## src/rtl/fir_pkg.sv

```systemverilog
// Shared types, widths and the round/saturate helper for the FIR output datapath.
package fir_pkg;

   localparam int unsigned ACC_W      = 56;
   localparam int unsigned OUT_W      = 32;
   localparam int unsigned FRAC_SHIFT = 24;
   localparam int unsigned CALC_W     = 128;

   typedef struct packed {
      logic signed [OUT_W-1:0] i;
      logic signed [OUT_W-1:0] q;
   } iq_sample_t;

   typedef struct packed {
      logic                     sat;
      logic signed [CALC_W-1:0] val;
   } rs_t;

   // Round-half-up then arithmetic shift; clamps to out_w bits when sat_en, else the caller
   // keeps the low out_w bits. x must be sign-extended to CALC_W.
   function automatic rs_t round_sat(input logic signed [CALC_W-1:0] x,
                                     input int unsigned frac,
                                     input int unsigned out_w,
                                     input logic sat_en);
      logic signed [CALC_W-1:0] half;
      logic signed [CALC_W-1:0] lim;
      logic signed [CALC_W-1:0] hi;
      logic signed [CALC_W-1:0] lo;
      logic signed [CALC_W-1:0] r;
      rs_t res;
      half = CALC_W'(1) << (frac - 1);
      lim  = CALC_W'(1) << (out_w - 1);
      hi   = lim + '1;
      lo   = -lim;
      r    = (x + half) >>> frac;
      res.sat = 1'b0;
      res.val = r;
      if (sat_en) begin
         if (r > hi) begin
            res.val = hi;
            res.sat = 1'b1;
         end else if (r < lo) begin
            res.val = lo;
            res.sat = 1'b1;
         end
      end
      return res;
   endfunction

endpackage

```

## src/rtl/fir_out_fifo.sv

```systemverilog
// Generic synchronous first-word-fall-through FIFO; reads as zero while empty.
module fir_out_fifo #(
   parameter int unsigned WIDTH = 64,
   parameter int unsigned DEPTH = 8
) (
   input  logic                   clk,
   input  logic                   reset,
   input  logic                   push,
   input  logic                   pop,
   input  logic [WIDTH-1:0]       wdata,
   output logic [WIDTH-1:0]       rdata,
   output logic                   full,
   output logic                   empty,
   output logic [$clog2(DEPTH):0] level
);
   import fir_pkg::*;

   localparam int unsigned AW = $clog2(DEPTH);
   localparam logic [AW:0] FULL_CNT = (AW + 1)'(DEPTH);

   logic [WIDTH-1:0] mem [DEPTH];
   logic [AW-1:0]    wr_ptr_q;
   logic [AW-1:0]    rd_ptr_q;
   logic [AW:0]      count_q;
   logic             do_push;
   logic             do_pop;

   assign empty   = (count_q == '0);
   assign full    = (count_q == FULL_CNT);
   assign level   = count_q;
   assign do_pop  = pop & ~empty;
   // A full FIFO still accepts a write when the head leaves on the same edge.
   assign do_push = push & (~full | do_pop);
   assign rdata   = empty ? '0 : mem[rd_ptr_q];

   always_ff @(posedge clk) begin
      if (do_push) begin
         mem[wr_ptr_q] <= wdata;
      end
   end

   always_ff @(posedge clk) begin
      if (reset) begin
         wr_ptr_q <= '0;
         rd_ptr_q <= '0;
         count_q  <= '0;
      end else begin
         if (do_push) begin
            wr_ptr_q <= wr_ptr_q + AW'(1);
         end
         if (do_pop) begin
            rd_ptr_q <= rd_ptr_q + AW'(1);
         end
         if (do_push && !do_pop) begin
            count_q <= count_q + (AW + 1)'(1);
         end else if (!do_push && do_pop) begin
            count_q <= count_q - (AW + 1)'(1);
         end
      end
   end

endmodule

```

## src/rtl/fir_out_stage.sv

```systemverilog
// FIR output conditioning: round, saturate (FIR_OUT_SAT_EN) or wrap, then queue in an FWFT FIFO.
// Overflow drops the sample and raises a sticky flag since the accumulator cannot stall.
module fir_out_stage #(
   parameter int unsigned IN_W       = fir_pkg::ACC_W,
   parameter int unsigned OUT_W      = fir_pkg::OUT_W,
   parameter int unsigned FRAC_SHIFT = fir_pkg::FRAC_SHIFT,
   parameter int unsigned DEPTH      = 8
) (
   input  logic                   clk,
   input  logic                   reset,
   input  logic                   pushIn,
   input  logic [IN_W-1:0]        inI,
   input  logic [IN_W-1:0]        inQ,
   output logic                   outValid,
   input  logic                   outReady,
   output logic [OUT_W-1:0]       outI,
   output logic [OUT_W-1:0]       outQ,
   output logic [$clog2(DEPTH):0] level,
   output logic                   ovfFlag,
   output logic                   satFlag
);
   import fir_pkg::*;

`ifdef FIR_OUT_SAT_EN
   localparam logic SAT_EN = 1'b1;
`else
   localparam logic SAT_EN = 1'b0;
`endif

   logic                      r_valid_q;
   logic [IN_W-1:0]           r_i_q;
   logic [IN_W-1:0]           r_q_q;
   logic                      s_valid_q;
   logic [OUT_W-1:0]          s_i_q;
   logic [OUT_W-1:0]          s_q_q;
   logic                      s_sat_q;
   logic                      ovf_q;
   logic                      sat_q;
   rs_t                       rs_i;
   rs_t                       rs_q;
   logic [CALC_W-OUT_W-1:0]   unused_hi_i;
   logic [CALC_W-OUT_W-1:0]   unused_hi_q;
   logic                      full;
   logic                      empty;
   logic                      pop;

   always_comb begin
      rs_i = round_sat(CALC_W'($signed(r_i_q)), FRAC_SHIFT, OUT_W, SAT_EN);
      rs_q = round_sat(CALC_W'($signed(r_q_q)), FRAC_SHIFT, OUT_W, SAT_EN);
   end

   // Upper bits are discarded: clamped values fit, wrapped values are meant to wrap.
   assign unused_hi_i = rs_i.val[CALC_W-1:OUT_W];
   assign unused_hi_q = rs_q.val[CALC_W-1:OUT_W];

   assign outValid = ~empty;
   assign pop      = outValid & outReady;
   assign ovfFlag  = ovf_q;
   assign satFlag  = sat_q;

   always_ff @(posedge clk) begin
      if (reset) begin
         r_valid_q <= 1'b0;
         s_valid_q <= 1'b0;
         ovf_q     <= 1'b0;
         sat_q     <= 1'b0;
      end else begin
         r_valid_q <= pushIn;
         s_valid_q <= r_valid_q;
         if (pushIn) begin
            r_i_q <= inI;
            r_q_q <= inQ;
         end
         if (r_valid_q) begin
            s_i_q   <= rs_i.val[OUT_W-1:0];
            s_q_q   <= rs_q.val[OUT_W-1:0];
            s_sat_q <= rs_i.sat | rs_q.sat;
         end
         if (s_valid_q) begin
            sat_q <= sat_q | s_sat_q;
            if (full && !pop) begin
               ovf_q <= 1'b1;
            end
         end
      end
   end

   fir_out_fifo #(
      .WIDTH (2 * OUT_W),
      .DEPTH (DEPTH)
   ) u_fifo (
      .clk   (clk),
      .reset (reset),
      .push  (s_valid_q),
      .pop   (pop),
      .wdata ({s_i_q, s_q_q}),
      .rdata ({outI, outQ}),
      .full  (full),
      .empty (empty),
      .level (level)
   );

endmodule

```

## config.mk

```make
export PLATFORM = sky130hd
export DESIGN_NAME = fir_out_stage
export DESIGN_NICKNAME = d
export VERILOG_FILES = /design/src/rtl/fir_pkg.sv /design/src/rtl/fir_out_fifo.sv /design/src/rtl/fir_out_stage.sv
export SDC_FILE = /design/constraint.sdc
export NUM_CORES = 1
export LEC_CHECK = 0
export ABC_CLOCK_PERIOD_IN_PS = 19890
export CAP_MARGIN = 25
export CORE_UTILIZATION = 63
export CTS_BUF_LIST = sky130_fd_sc_hd__clkbuf_8
export CTS_CLUSTER_SIZE = 12
export DETAILED_ROUTE_END_ITERATION = 12
export PLACE_DENSITY = 0.94
export SLEW_MARGIN = 20
export SYNTH_ARGS = -nofsm -noshare
export SYNTH_HDL_FRONTEND = slang
export SYNTH_HIERARCHICAL = 1
export SYNTH_SLANG_ARGS = --single-unit
```

## constraint.sdc

```tcl
create_clock -name clk -period 19.89 [get_ports clk]
set_input_delay 1.989 -clock clk [delete_from_list [all_inputs] [get_ports clk]]
set_output_delay 1.989 -clock clk [all_outputs]
set_load 0.005 [all_outputs]
```

==> flow_metrics.env <==
export IMPL_start_kind="register"
export IMPL_wl_um=57400
export IMPL_yosysSeqAreaShare_pct=77.2
export IMPL_r2r_start="u_fifo/level[0]"
export IMPL_setup_violations=0
export IMPL_first_global_vias=13547
export IMPL_yosysUniqueCellTypes=42
export IMPL_fin_worst_skew_ps=44.6
export IMPL_area_growth_pct=14.8
export IMPL_die_x_um=203
export IMPL_cts_root_buffer="clkbuf_8"
export IMPL_syn_num_nets=1347
export IMPL_vias_per_cell=6.39
export IMPL_holdPathStages=1
export IMPL_fp_coreArea_mm2=0.0397
export IMPL_fp_dieH_um=203
export IMPL_cp_max_fo=71
export IMPL_peakVddDrop_mv=0.109
export IMPL_path_class="register to primary output"
export IMPL_cpPeakStageDelay_ps=950
export IMPL_cts_num_sinks=658
export IMPL_synthesis_area_mm2=0.0254
export IMPL_io_buffers=139
export IMPL_synth_seq_cells=658
export IMPL_hp_start="r_valid_q"
export IMPL_dpl_cell_area_mm2=0.0274
export IMPL_grt_overflow=0
export IMPL_fin_util_pct=73.4
export IMPL_clock_fmax_mhz=167
export IMPL_h_tree_depth=3
export IMPL_cts_made_buffers=97
export IMPL_crit_chain="buf_4, mux4_2, mux2i_1, nor2_1, clkdlybuf4s50_1"
export IMPL_yosys_warnings=6
export IMPL_drc=0
export IMPL_hpwl_um=30600
export IMPL_synth_area_leader_cell="edfxtp_1"
export IMPL_worstMarginPinSlew_ps=1060
export IMPL_min_period_ps=5980
export IMPL_drv_cap=0
export IMPL_finalCritPeriodShare_pct=30.1
export IMPL_ios=187
export IMPL_cts_resized=0
export IMPL_cellPowerDensity_mw_per_mm2=112
export IMPL_slew_headroom_pct=29.5
export IMPL_drive_gt1_share_pct=19.6
export IMPL_drt_pass1_iter_count=6
export IMPL_crit_slowest_cell="buf_4"
export IMPL_nNetsFinal=1557
export IMPL_drtIter0Drc=1732
export IMPL_syn_instance_count=1223
export IMPL_hold_class="register to register"
export IMPL_regToRegSetupSlack_ps=15950
export IMPL_rows=73
export IMPL_synth_top_area_share_pct=75.9
export IMPL_grt_max_degree=72
export IMPL_arrival_ps=3990
export IMPL_synth_top_cells_by_area="edfxtp_1, mux4_2, mux2i_1"
export IMPL_setup_tns_ps=0
export IMPL_via_count=13020
export IMPL_postRouteAntennaNets=0
export IMPL_die_area_mm2=0.0411
export IMPL_cts_setup_buffers=0
export IMPL_start_util_pct=63.9
export IMPL_wl_per_cell_um=28.2
export IMPL_grt_first_pass_wirelength_um=81800
export IMPL_critPathRequiredTime_ps=17900
export IMPL_hold_buffers=0
export IMPL_p_leak_uw=0.00910
export IMPL_status="complete, no violations"
export IMPL_end_kind="primary output"
export IMPL_gp_congestion=0.831
export IMPL_num_fill_cells=1963
export IMPL_cts_tree="done"
export IMPL_p_total_uw=3270
export IMPL_clk_pin_slew_ps=60
export IMPL_slew_violations=0
export IMPL_syn_avg_cell_area_um2=20.8
export IMPL_r2r_end="u_fifo/mem[7][34]"
export IMPL_reg2reg_depth=8
export IMPL_fin_area_mm2=0.0292
export IMPL_clk_latency_ps=680
export IMPL_clk_path_buf_depth=3
export IMPL_antenna_found_initial=1
export IMPL_grtUsageTotal_pct=27.5
export IMPL_finalHoldViolations=0
export IMPL_rsz0062_at_grt="no"
export IMPL_whs_endpoint="s_valid_q"
export IMPL_hold_worst_slack_ps=496
## where the power goes
group	total, uW	internal [uW]	switching, uW
Clock	979	461	518
Sequential	1590	1540	47.3
Combinational	702	381	321
Total	3270	2380	886
## through the flow
step	setup slack, ps	cells
after detailed placement	14630	1858
after CTS	13880	2034
after floorplan	10720	1223
after global routing	13730	2036
final	13910	2036
after global placement	14680	1856
## how the worst max path moves through the flow
stage	start	to	cells after the start
after floorplan	outReady	u_fifo/mem[0][0]	3
after global placement	register	outQ[10]	5
after detailed placement	register	outQ[10]	5
after CTS	register	outI[3]	5
after global routing	register	outI[3]	5
final	register	outI[3]	5
## worst max-delay path: cells and delay by family (launching register included)
kind / cells / cell delay [ps]
DFF: 1 / 920
and+or+nand+nor: 1 / 80
muxes: 2 / 830
buffers and inverters: 2 / 1430
## cell type report
class,instances,area (um2),share of cell area [%]
multi-input combinational,506,5560,19.1
inverter,9,33.8,0.116
timing repair buffer,161,1610,5.52
sequential,658,19600,67.3
antenna,1,2.50,0.00858
tap,525,657,2.25
clock buffer,98,1350,4.63
clock inverter,78,339,1.16
## flip-flops by register name (all words and copies together), names as in the netlist, 3 cells and up, named ones only
register / flops
r_q_q: 33
u_fifo/wr_ptr_q: 3
u_fifo/mem: 512
s_i_q: 32
s_q_q: 32
u_fifo/rd_ptr_q: 3
r_i_q: 33
u_fifo/level: 4
## cell families (layout without fill, tap and decap cells)
family                     count (synthesis)  after routing  synth area share, %
and+or+nand+nor                          227            227                 4.63
buffers and inverters                     59            346                 1.24
DFF                                      658            658                 77.2
AOI/OAI and AO/OA                          7              7                0.207
xor gates and xnor gates                  68             68                 2.34
muxes                                    195            195                 14.0
adders and majority gates                  8              8                0.424
other                                      1              2               0.0148
## cell usage after synthesis (all sizes together)
cell / count
conb: 1
clkbuf: 9
nand3b: 1
fa: 1
xnor2: 36
a211oi: 1
dfxtp: 16
xor2: 32
ha: 7
mux2: 1
nor4: 11
or3: 2
nand4: 18
o211ai: 1
inv: 9
mux2i: 66
mux4: 128
nor2b: 6
nor2: 88
and2: 6
nand2b: 3
and4: 9
or4b: 1
or4: 3
buf: 41
a31oi: 1
edfxtp: 642
nor3b: 1
o21ai: 1
and3: 5
nand3: 27
nand2: 25
a21oi: 3
nor3: 21
## cell usage in the layout (no fill, tap or decap), types with 4 or more instances in the layout
master	n
edfxtp_1	642
clkdlybuf4s50_1	139
mux4_2	128
clkbuf_8	98
nor2_1	85
mux2i_1	66
xnor2_1	36
inv_1	33
xor2_1	32
clkinv_1	31
nand3_1	27
nand2_1	25
buf_4	19
nor3_1	16
clkinv_2	16
nand4_1	14
dfxtp_1	13
and4_1	9
nor4_1	7
ha_1	7
and2_1	6
nor3_2	5
and3_1	5
nand4_2	4
nor2b_1	4
## metal layers
layer | GRT usage, % | up-vias | part of all wire [%]
met5 | 0 | - | 0
met4 | 12.9 | 0 | 4.0
met3 | 4.96 | 165 | 9.7
met2 | 46.4 | 950 | 51
met1 | 35.0 | 6517 | 36
li1 | - | 5388 | -
Note: power is estimated with default switching activity, not from simulation.
